### src/rtl/multicyc_fetch_stage.sv
// Instruction-fetch stage: owns the PC, issues one outstanding word fetch at a
// time to a variable-latency memory, and loads the IF/ID pipeline register.
module multicyc_fetch_stage #(
  parameter logic [31:0] RESET_PC = 32'h004000a8,
  parameter logic [31:0] NOP_INST = 32'h00000000
) (
  input  logic        iClk,
  input  logic        iRst_n,
  output logic        oImemReq,
  output logic [31:0] oImemAddr,
  input  logic        iImemValid,
  input  logic [31:0] iImemData,
  input  logic        iStall,
  input  logic        iRedirect,
  input  logic [31:0] iRedirectPC,
  input  logic        _iPCLoad,
  input  logic [31:0] _iPCLoadData,
  output logic        oIFID_Valid,
  output logic [31:0] oIFID_Inst,
  output logic [31:0] oIFID_PCAddFour,
  output logic [31:0] _oPC
);

  typedef enum logic [1:0] {S_WAIT, S_HOLD, S_DROP} state_t;

  typedef struct packed {
    logic        valid;
    logic [31:0] inst;
    logic [31:0] pc4;
  } ifid_t;

  localparam ifid_t IFID_FLUSH = '{valid: 1'b0, inst: NOP_INST, pc4: 32'h0};

  state_t      state, state_n;
  logic [31:0] pc, pc_n, addr, addr_n;
  ifid_t       ifid, ifid_n, hold_buf, hold_buf_n;
  logic        redir;
  logic [31:0] target, pc_plus4;

  assign redir    = _iPCLoad | iRedirect;
  assign target   = (_iPCLoad ? _iPCLoadData : iRedirectPC) & 32'hFFFF_FFFC;
  assign pc_plus4 = pc + 32'd4;

  always_ff @(posedge iClk) begin
    if (!iRst_n) state <= S_WAIT;
    else         state <= state_n;
  end

  always_ff @(posedge iClk) begin
    if (!iRst_n) begin
      pc       <= RESET_PC;
      addr     <= RESET_PC;
      ifid     <= IFID_FLUSH;
      hold_buf <= '0;
    end else begin
      pc       <= pc_n;
      addr     <= addr_n;
      ifid     <= ifid_n;
      hold_buf <= hold_buf_n;
    end
  end

  always_comb begin
    state_n    = state;
    pc_n       = pc;
    addr_n     = addr;
    ifid_n     = ifid;
    hold_buf_n = hold_buf;
    case (state)
      S_WAIT: begin
        if (redir) begin
          pc_n   = target;
          ifid_n = IFID_FLUSH;
          // A response landing with the redirect is consumed and dropped, so
          // the target can be requested next cycle; otherwise wait it out.
          if (iImemValid) addr_n  = target;
          else            state_n = S_DROP;
        end else if (iImemValid) begin
          if (iStall) begin
            hold_buf_n = '{valid: 1'b1, inst: iImemData, pc4: pc_plus4};
            state_n    = S_HOLD;
          end else begin
            ifid_n = '{valid: 1'b1, inst: iImemData, pc4: pc_plus4};
            pc_n   = pc_plus4;
            addr_n = pc_plus4;
          end
        end else if (!iStall) begin
          ifid_n = IFID_FLUSH;
        end
      end
      S_HOLD: begin
        if (redir) begin
          pc_n    = target;
          addr_n  = target;
          ifid_n  = IFID_FLUSH;
          state_n = S_WAIT;
        end else if (!iStall) begin
          ifid_n  = hold_buf;
          pc_n    = pc_plus4;
          addr_n  = pc_plus4;
          state_n = S_WAIT;
        end
      end
      S_DROP: begin
        ifid_n = IFID_FLUSH;
        if (redir) pc_n = target;
        if (iImemValid) begin
          addr_n  = redir ? target : pc;
          state_n = S_WAIT;
        end
      end
      default: state_n = S_WAIT;
    endcase
  end

  assign oImemReq        = iRst_n & (state != S_HOLD);
  assign oImemAddr       = addr;
  assign oIFID_Valid     = ifid.valid;
  assign oIFID_Inst      = ifid.inst;
  assign oIFID_PCAddFour = ifid.pc4;
  assign _oPC            = pc;

endmodule
### config.mk
export PLATFORM = sky130hd
export DESIGN_NAME = multicyc_fetch_stage
export DESIGN_NICKNAME = d
export VERILOG_FILES = /design/src/rtl/multicyc_fetch_stage.sv
export SDC_FILE = /design/constraint.sdc
export NUM_CORES = 1
export LEC_CHECK = 0
export BUFFER_PORTS_ARGS = -buffer_cell sky130_fd_sc_hd__buf_2
export CAP_MARGIN = 30
export CORE_ASPECT_RATIO = 1.2
export CORE_MARGIN = 3
export CORE_UTILIZATION = 55
export CTS_BUF_LIST = sky130_fd_sc_hd__clkbuf_8
export DETAILED_ROUTE_END_ITERATION = 8
export MAX_ROUTING_LAYER = met4
export PLACE_DENSITY_LB_ADDON = 0.15
export SYNTH_ARGS = -nofsm -noshare
export SYNTH_HDL_FRONTEND = slang
export SYNTH_SLANG_ARGS = --single-unit
### constraint.sdc
create_clock -name iClk -period 4.91 [get_ports iClk]
set_clock_uncertainty 0.05 [all_clocks]
set_input_delay 0.491 -clock iClk [delete_from_list [all_inputs] [get_ports iClk]]
set_output_delay 0.491 -clock iClk [all_outputs]
set_load 0.005 [all_outputs]
==> metrics.md, run 1 <==
| Metric | Value |
|---|---|
| Worst hold slack | 226 ps |
| DRC viols | 0 |
| Critical path type | reg -> reg |
| Worst Path Arrival | around 3300 ps |
| Largest net degree at the start of global routing | 78 |
| Crit-path slowest cell | dfxtp_1 |
| P&R area growth vs syn | 17.3% |
| Root Buffer | clkbuf_8 |
| Fin. Hold Viols | 0 |
| DP HPWL | ~19 mm |
| Port bufs | 227 |
| Boundary pin count | about 230 |
| Hold_sp | iImemData[6] |
| Max Cap Viol | 0 |
| TritonCTS clock tree | done |
| Initial antenna violation count | 0 |
| Layout cells sized above 1 | approximately 22% |
| Crit. Startpoint | _oPC[2] |
| Mapped Area | 9380 sq um |
| Relative slew slack | between 30% and 40% |
| Unrepaired setup endpoints after global routing | no |
| Status | finished, final reports clean |
| Vias in the first global route | 8633 |
| Post-DR wirelength/cell | 17.8 um |
| Fmax | 331 MHz |
| Overall global routing resource usage | 29.3% |
| # rows | 51 |
| DRT antenna net count | 0 |
| Hold Path Class | in -> reg |
| Clk buf depth | 2 |
| Buf/Inv on CP | 0 |
| Final Cycle Share | 61.5% |
| Dpl cells | 1501 |
| Critical Path Fanout Max | 9 |
| Most common cell after layout, fill and taps aside | buf_2 |
| Global-route wire length before repair | 43.7 mm |
| Non-filler cells, final | 1533 |
| DIE WIDTH | approximately 130 um |
| Pwr per Cell Area | ~330 nW/um^2 |
| Slew Limit Fails | 0 |
| Slew of the pin with the lowest slew margin | 993 ps |
| Core Region | 16500 sq um |
| Post-synth ARST share | 0% |
| Setup TNS | 0 ps |
| Vias | 9084 |
| Routability cong. | 0.940 |
| Starting Density | 57.0% |
| Post-layout min period | 3020 ps |
| DRT iter0 DRCs | around 800 |
| Post-CTS Setup Repair Bufs | 0 |
| Synthesized area per cell | 8.16 sq um |
| Htree depth | 4 |
| Synth warn | 0 |
| Synth Instances | 1150 |
| Worst-path cell chain | ha_1 -> nand4_1 -> nor2_1 -> nand4_1 -> xnor2_1 -> a221oi_1 -> nor2_1 |
| Total clock sinks | 196 |
| Commonest cells after routing, fill and taps aside | buf_2 (226), dfxtp_1 (196), nand2_1 (154), nor2_1 (113), o21ai_0 (74) |
| Finished Cell Area | ~11000 sq um |
| Family with the most delay on the worst path | simple AND/OR/NAND/NOR gates |
| Clk slew on worst S/H paths | 100 ps |
| Final Routed Wirelength | 27.2 mm |
| Worst-skew pair later-pin latency | between 400 and 500 ps |
| Dominant synthesized flop cell | dfxtp_1 |
| RR Startpoint | _oPC[2] |
| Distinct cells, synth | 60 |
| CTS Buf Count | 17 |
| Pleak | 0.00468 uW |
| # setup viols final | 0 |
| Crit-path max cell delay | roughly 600 ps |
| DIE AREA | about 19000 sq um |
| DRT Pass-1 Iters | 7 |
| Peak VDD IR | between 0.00015 and 0.0002 V |
| Antenna cells | 0 |
| CP Launch Type | flop |
| Crit end category | flop |
| Post-Syn Nets | 1257 |
| Global route total overflow | 0 |
| CP required | 5220 ps |
| EDFF count, synth | 0 |
| Vias per cell | 5.93 |
| Synthesized flop and latch total | roughly 200 |
| Final Net Count | approximately 1400 |
| Hold Buf Count CTS | 0 |
| Sequential-to-total area share from yosys stat | 41.8% |
| Post-CTS resize count | 0 |
| Post-Place Cell Area | 10600 sq um |
| DIE HEIGHT | 149 um |
-- synthesized netlist by cell type, types with 13 or more instances --
library cell / count / area [sq um]
xor2_1: 13 / 114
a21oi_1: 71 / 355
xnor2_1: 28 / 245
o211a_1: 23 / 230
clkbuf_1: 88 / 330
nand2_1: 154 / 578
nor2_1: 114 / 428
a221oi_1: 45 / 394
nor3_1: 13 / 65.1
and2_1: 14 / 87.6
a21boi_0: 42 / 315
nor3b_1: 45 / 338
dfxtp_1: 196 / 3920
nand3_1: 33 / 165
o21ai_0: 75 / 375
-- metal layers --
layer | wire length [um] | track usage, % | vias to the layer above
li1 | - | - | 4430
met3 | 1710 | 5.09 | 65
met2 | 13100 | 47.8 | 324
met1 | 11500 | 36.8 | 4265
met4 | 888 | 11.0 | 0
met5 | 0 | - | -
-- kinds of logic (layout without fill, tap and decap cells) --
logic type               count (synthesis)  after routing  synth area share (%)
AO/OA/AOI/OAI                          354            354                  25.9
AND/OR/NAND/NOR                        431            431                  22.4
multiplexers                             5              5                 0.533
flip-flops                             196            196                  41.8
adder cells (fa/ha/maj)                  5              5                 0.667
XOR/XNOR                                41             41                  3.83
buffers and inverters                  118            289                  4.91
-- final timing paths --
| path | endpoint | cells past startpoint | slack [ps] |
|---|---|---|---|
| min | hold_buf[38] | 3 | 230 |
| max | oIFID_PCAddFour[26] | 7 | 1890 |
| min reg2reg | oImemAddr[19] | 2 | 420 |
| max reg2reg | oIFID_PCAddFour[26] | 7 | 1890 |
-- power by group --
group	leakage, uW	internal [uW]	total (uW)	switching [uW]
registers	0.00160	1700	1810	109
logic	0.00286	289	694	405
clock network	0.000215	510	1110	597
-- tightest hold or removal path, delay by kind of cell --
kind | cells | cell delay (ps)
compound gates | 1 | 60
buf+inv | 1 | 100
simple gates | 1 | 40
-- state kept, by name, summed over array words and instances (netlist names) --
signal and flops:
oIFID_Valid 1, state 2, oImemAddr 32, oIFID_PCAddFour 32
hold_buf 65, oIFID_Inst 32, _oPC 32
-- metrics by stage --
| step | utilization [%] | total power, uW | setup slack (ps) |
|---|---|---|---|
| global placement | 64.1 | 2520 | 1870 |
| CTS | 66.8 | 3620 | 1940 |
| global route | 66.8 | 3770 | 1700 |
| floorplan | - | 2250 | 2570 |
| detailed placement | 64.3 | 2530 | 1830 |
| finish | 66.8 | 3610 | 1890 |
-- layout make-up --
class	instances	area, sq um
tap	212	265
timing repair buffer	246	1310
sequential	196	3920
multi-input combinational	836	5050
clock inverter	15	179
fill	1464	5460
inverter	11	41.3
clock buffer	17	234
Power figures use the tool's default switching activity.
==> run 2: changes to the inputs <==
==> constraint.sdc (replaced) <==
create_clock -name iClk -period 2.89 [get_ports iClk]
set_clock_uncertainty 0.05 [all_clocks]
set_input_delay 0.289 -clock iClk [delete_from_list [all_inputs] [get_ports iClk]]
set_output_delay 0.289 -clock iClk [all_outputs]
set_load 0.005 [all_outputs]
==> metrics.md, run 2 (synthesis gave the netlist of run 1 again) <==
| Metric | Value |
|---|---|
| Starting Density | 57.0% |
| # rows | around 50 |
| Status | finished, final reports clean |
| Register-to-Register Path Depth | 6 |
| Global route total overflow | 0 |
| Worst-path cell chain | nand4_2 -> or3_1 -> or4_4 -> xor2_1 -> nor3_1 -> o21a_1 |
| Unrepaired setup endpoints after global routing | no |
| Max Cap Viol | 0 |
| Slew of the pin with the lowest slew margin | 835 ps |
| Crit end category | flop |
| Relative slew slack | 44.4% |
| Finished Cell Area | 11300 sq um |
| Post-DR wirelength/cell | 18.1 um |
| Hold Path Class | in -> reg |
| Most common cell after layout, fill and taps aside | buf_2 |
| Critical Path Fanout Max | 9 |
| Htree depth | 4 |
| Crit-path max cell delay | 570 ps |
| Post-layout min period | ~2700 ps |
| Antenna cells | 0 |
| Pleak | 0.00484 uW |
| CP required | 3220 ps |
| Root Buffer | clkbuf_8 |
| Fmax | 376 MHz |
| DRT Pass-1 Iters | 5 |
| Clk buf depth | 2 |
| Overall global routing resource usage | 30.3% |
| Buf/Inv on CP | 0 |
| Vias per cell | 5.99 |
| DRT antenna net count | 0 |
| TritonCTS clock tree | done |
| Global-route wire length before repair | 44.9 mm |
| Setup TNS | 0 ps |
| DIE AREA | 18700 sq um |
| Crit-path slowest cell | or3_1 |
| Final Cycle Share | roughly 90% |
| Core Region | around 16000 sq um |
| P&R area growth vs syn | 20.4% |
| Peak VDD IR | 0.000270 V |
| DRC viols | 0 |
| Final Routed Wirelength | 28.3 mm |
| Fin. Hold Viols | 0 |
| Largest net degree at the start of global routing | 83 |
| Vias | ~9400 |
| Critical path depth | 6 |
| DIE HEIGHT | 149 um |
| Commonest cells after routing, fill and taps aside | buf_2 (226), dfxtp_1 (196), nand2_1 (154), nor2_1 (113), o21ai_0 (74) |
| Worst hold slack | 18.7 ps |
| Hold path depth | 3 |
| Non-filler cells, final | 1569 |
| Port bufs | 227 |
| DP HPWL | 19.3 mm |
| Pre-CTS WS | between 200 and 300 ps |
| CP Launch Type | flop |
| Post-Place Cell Area | 10800 sq um |
| Boundary pin count | around 230 |
| Biggest register | hold_buf |
| Critical path type | reg -> reg |
| Final WS setup | 231 ps |
| Dpl cells | 1527 |
| Final Net Count | around 1500 |
| Total clock sinks | 196 |
| Filler Cell Count | approximately 1400 |
| # setup viols final | 0 |
| Clk slew on worst S/H paths | 110 ps |
| Family with the most delay on the worst path | simple AND/OR/NAND/NOR gates |
| DRT iter0 DRCs | 697 |
| CTS Buf Count | 17 |
| Routability cong. | between 0.9 and 1 |
| Layout cells sized above 1 | a little under a quarter |
| DIE WIDTH | ~130 um |
| Pwr per Cell Area | between 500 and 600 nW/um^2 |
| Largest register FFs | 65 |
| Initial antenna violation count | 0 |
| Worst-skew pair later-pin latency | 470 ps |
| Vias in the first global route | between 8000 and 9000 |
| Slew Limit Fails | 0 |
| Worst Path Arrival | 2990 ps |
-- run 2: cell count changes in the layout (fill, tap and decap cells not counted), sizes merged --
cell / change
buf: +26
dlygate4sd3: +10
clkinv: +6
inv: -3
bufinv: -2
clkinvlp: -1
-- run 2: worst paths after layout --
path                       from       endpoint  slack (ps)
hold / removal    iImemData[28]   hold_buf[60]          20
setup reg to reg        _oPC[4]  oImemAddr[29]         230
setup / recovery        _oPC[4]  oImemAddr[29]         230
hold reg to reg    oImemAddr[2]   oImemAddr[2]         420
-- run 2: per-stage QoR --
stage,total power (uW),utilization [%]
finish,6180,68.6
global route,6450,68.6
CTS,6190,68.6
detailed placement,4360,65.4
global placement,4340,65.4
floorplan,3820,-
-- run 2: final cells by class --
cell class                      instances  area (sq um)  area share, %
Tap cell                              212           265           2.35
Sequential cell                       196          3920           34.7
Inverter                               11          41.3          0.366
Clock buffer                           17           234           2.07
Clock inverter                         15           190           1.68
Timing Repair Buffer                  282          1590           14.1
Multi-Input combinational cell        836          5050           44.7
-- run 2: metal layers --
layer / wire, um / vias to the layer above / global-route usage [%]
met5: 0 / - / -
met4: 996 / 0 / 12.5
met3: 2190 / 72 / 5.84
met2: 13500 / 403 / 48.8
met1: 11600 / 4410 / 37.7
li1: - / 4508 / -
-- run 2: what timing repair did --
item | CTS | global route
gates resized for setup | 0 | 0
setup endpoints to repair | 0 | 0
endpoints found under the hold margin | 10 | 0
setup buffers | 0 | 0
hold buffers | 10 | 0
-- run 2: where the power goes --
| group | leakage, uW | switching (uW) | internal, uW |
|---|---|---|---|
| registers | 0.00160 | 155 | 2890 |
| clock network | 0.000209 | 1110 | 740 |
| logic | 0.00303 | 752 | 532 |
| total | 0.00484 | 2020 | 4160 |
-- run 2: worst register-to-register path, cell delays in order, from the launching register on --
cell,delay [ps]
dfxtp_1,510
nand4_2,260
or3_1,570
or4_4,560
xor2_1,300
nor3_1,110
o21a_1,190
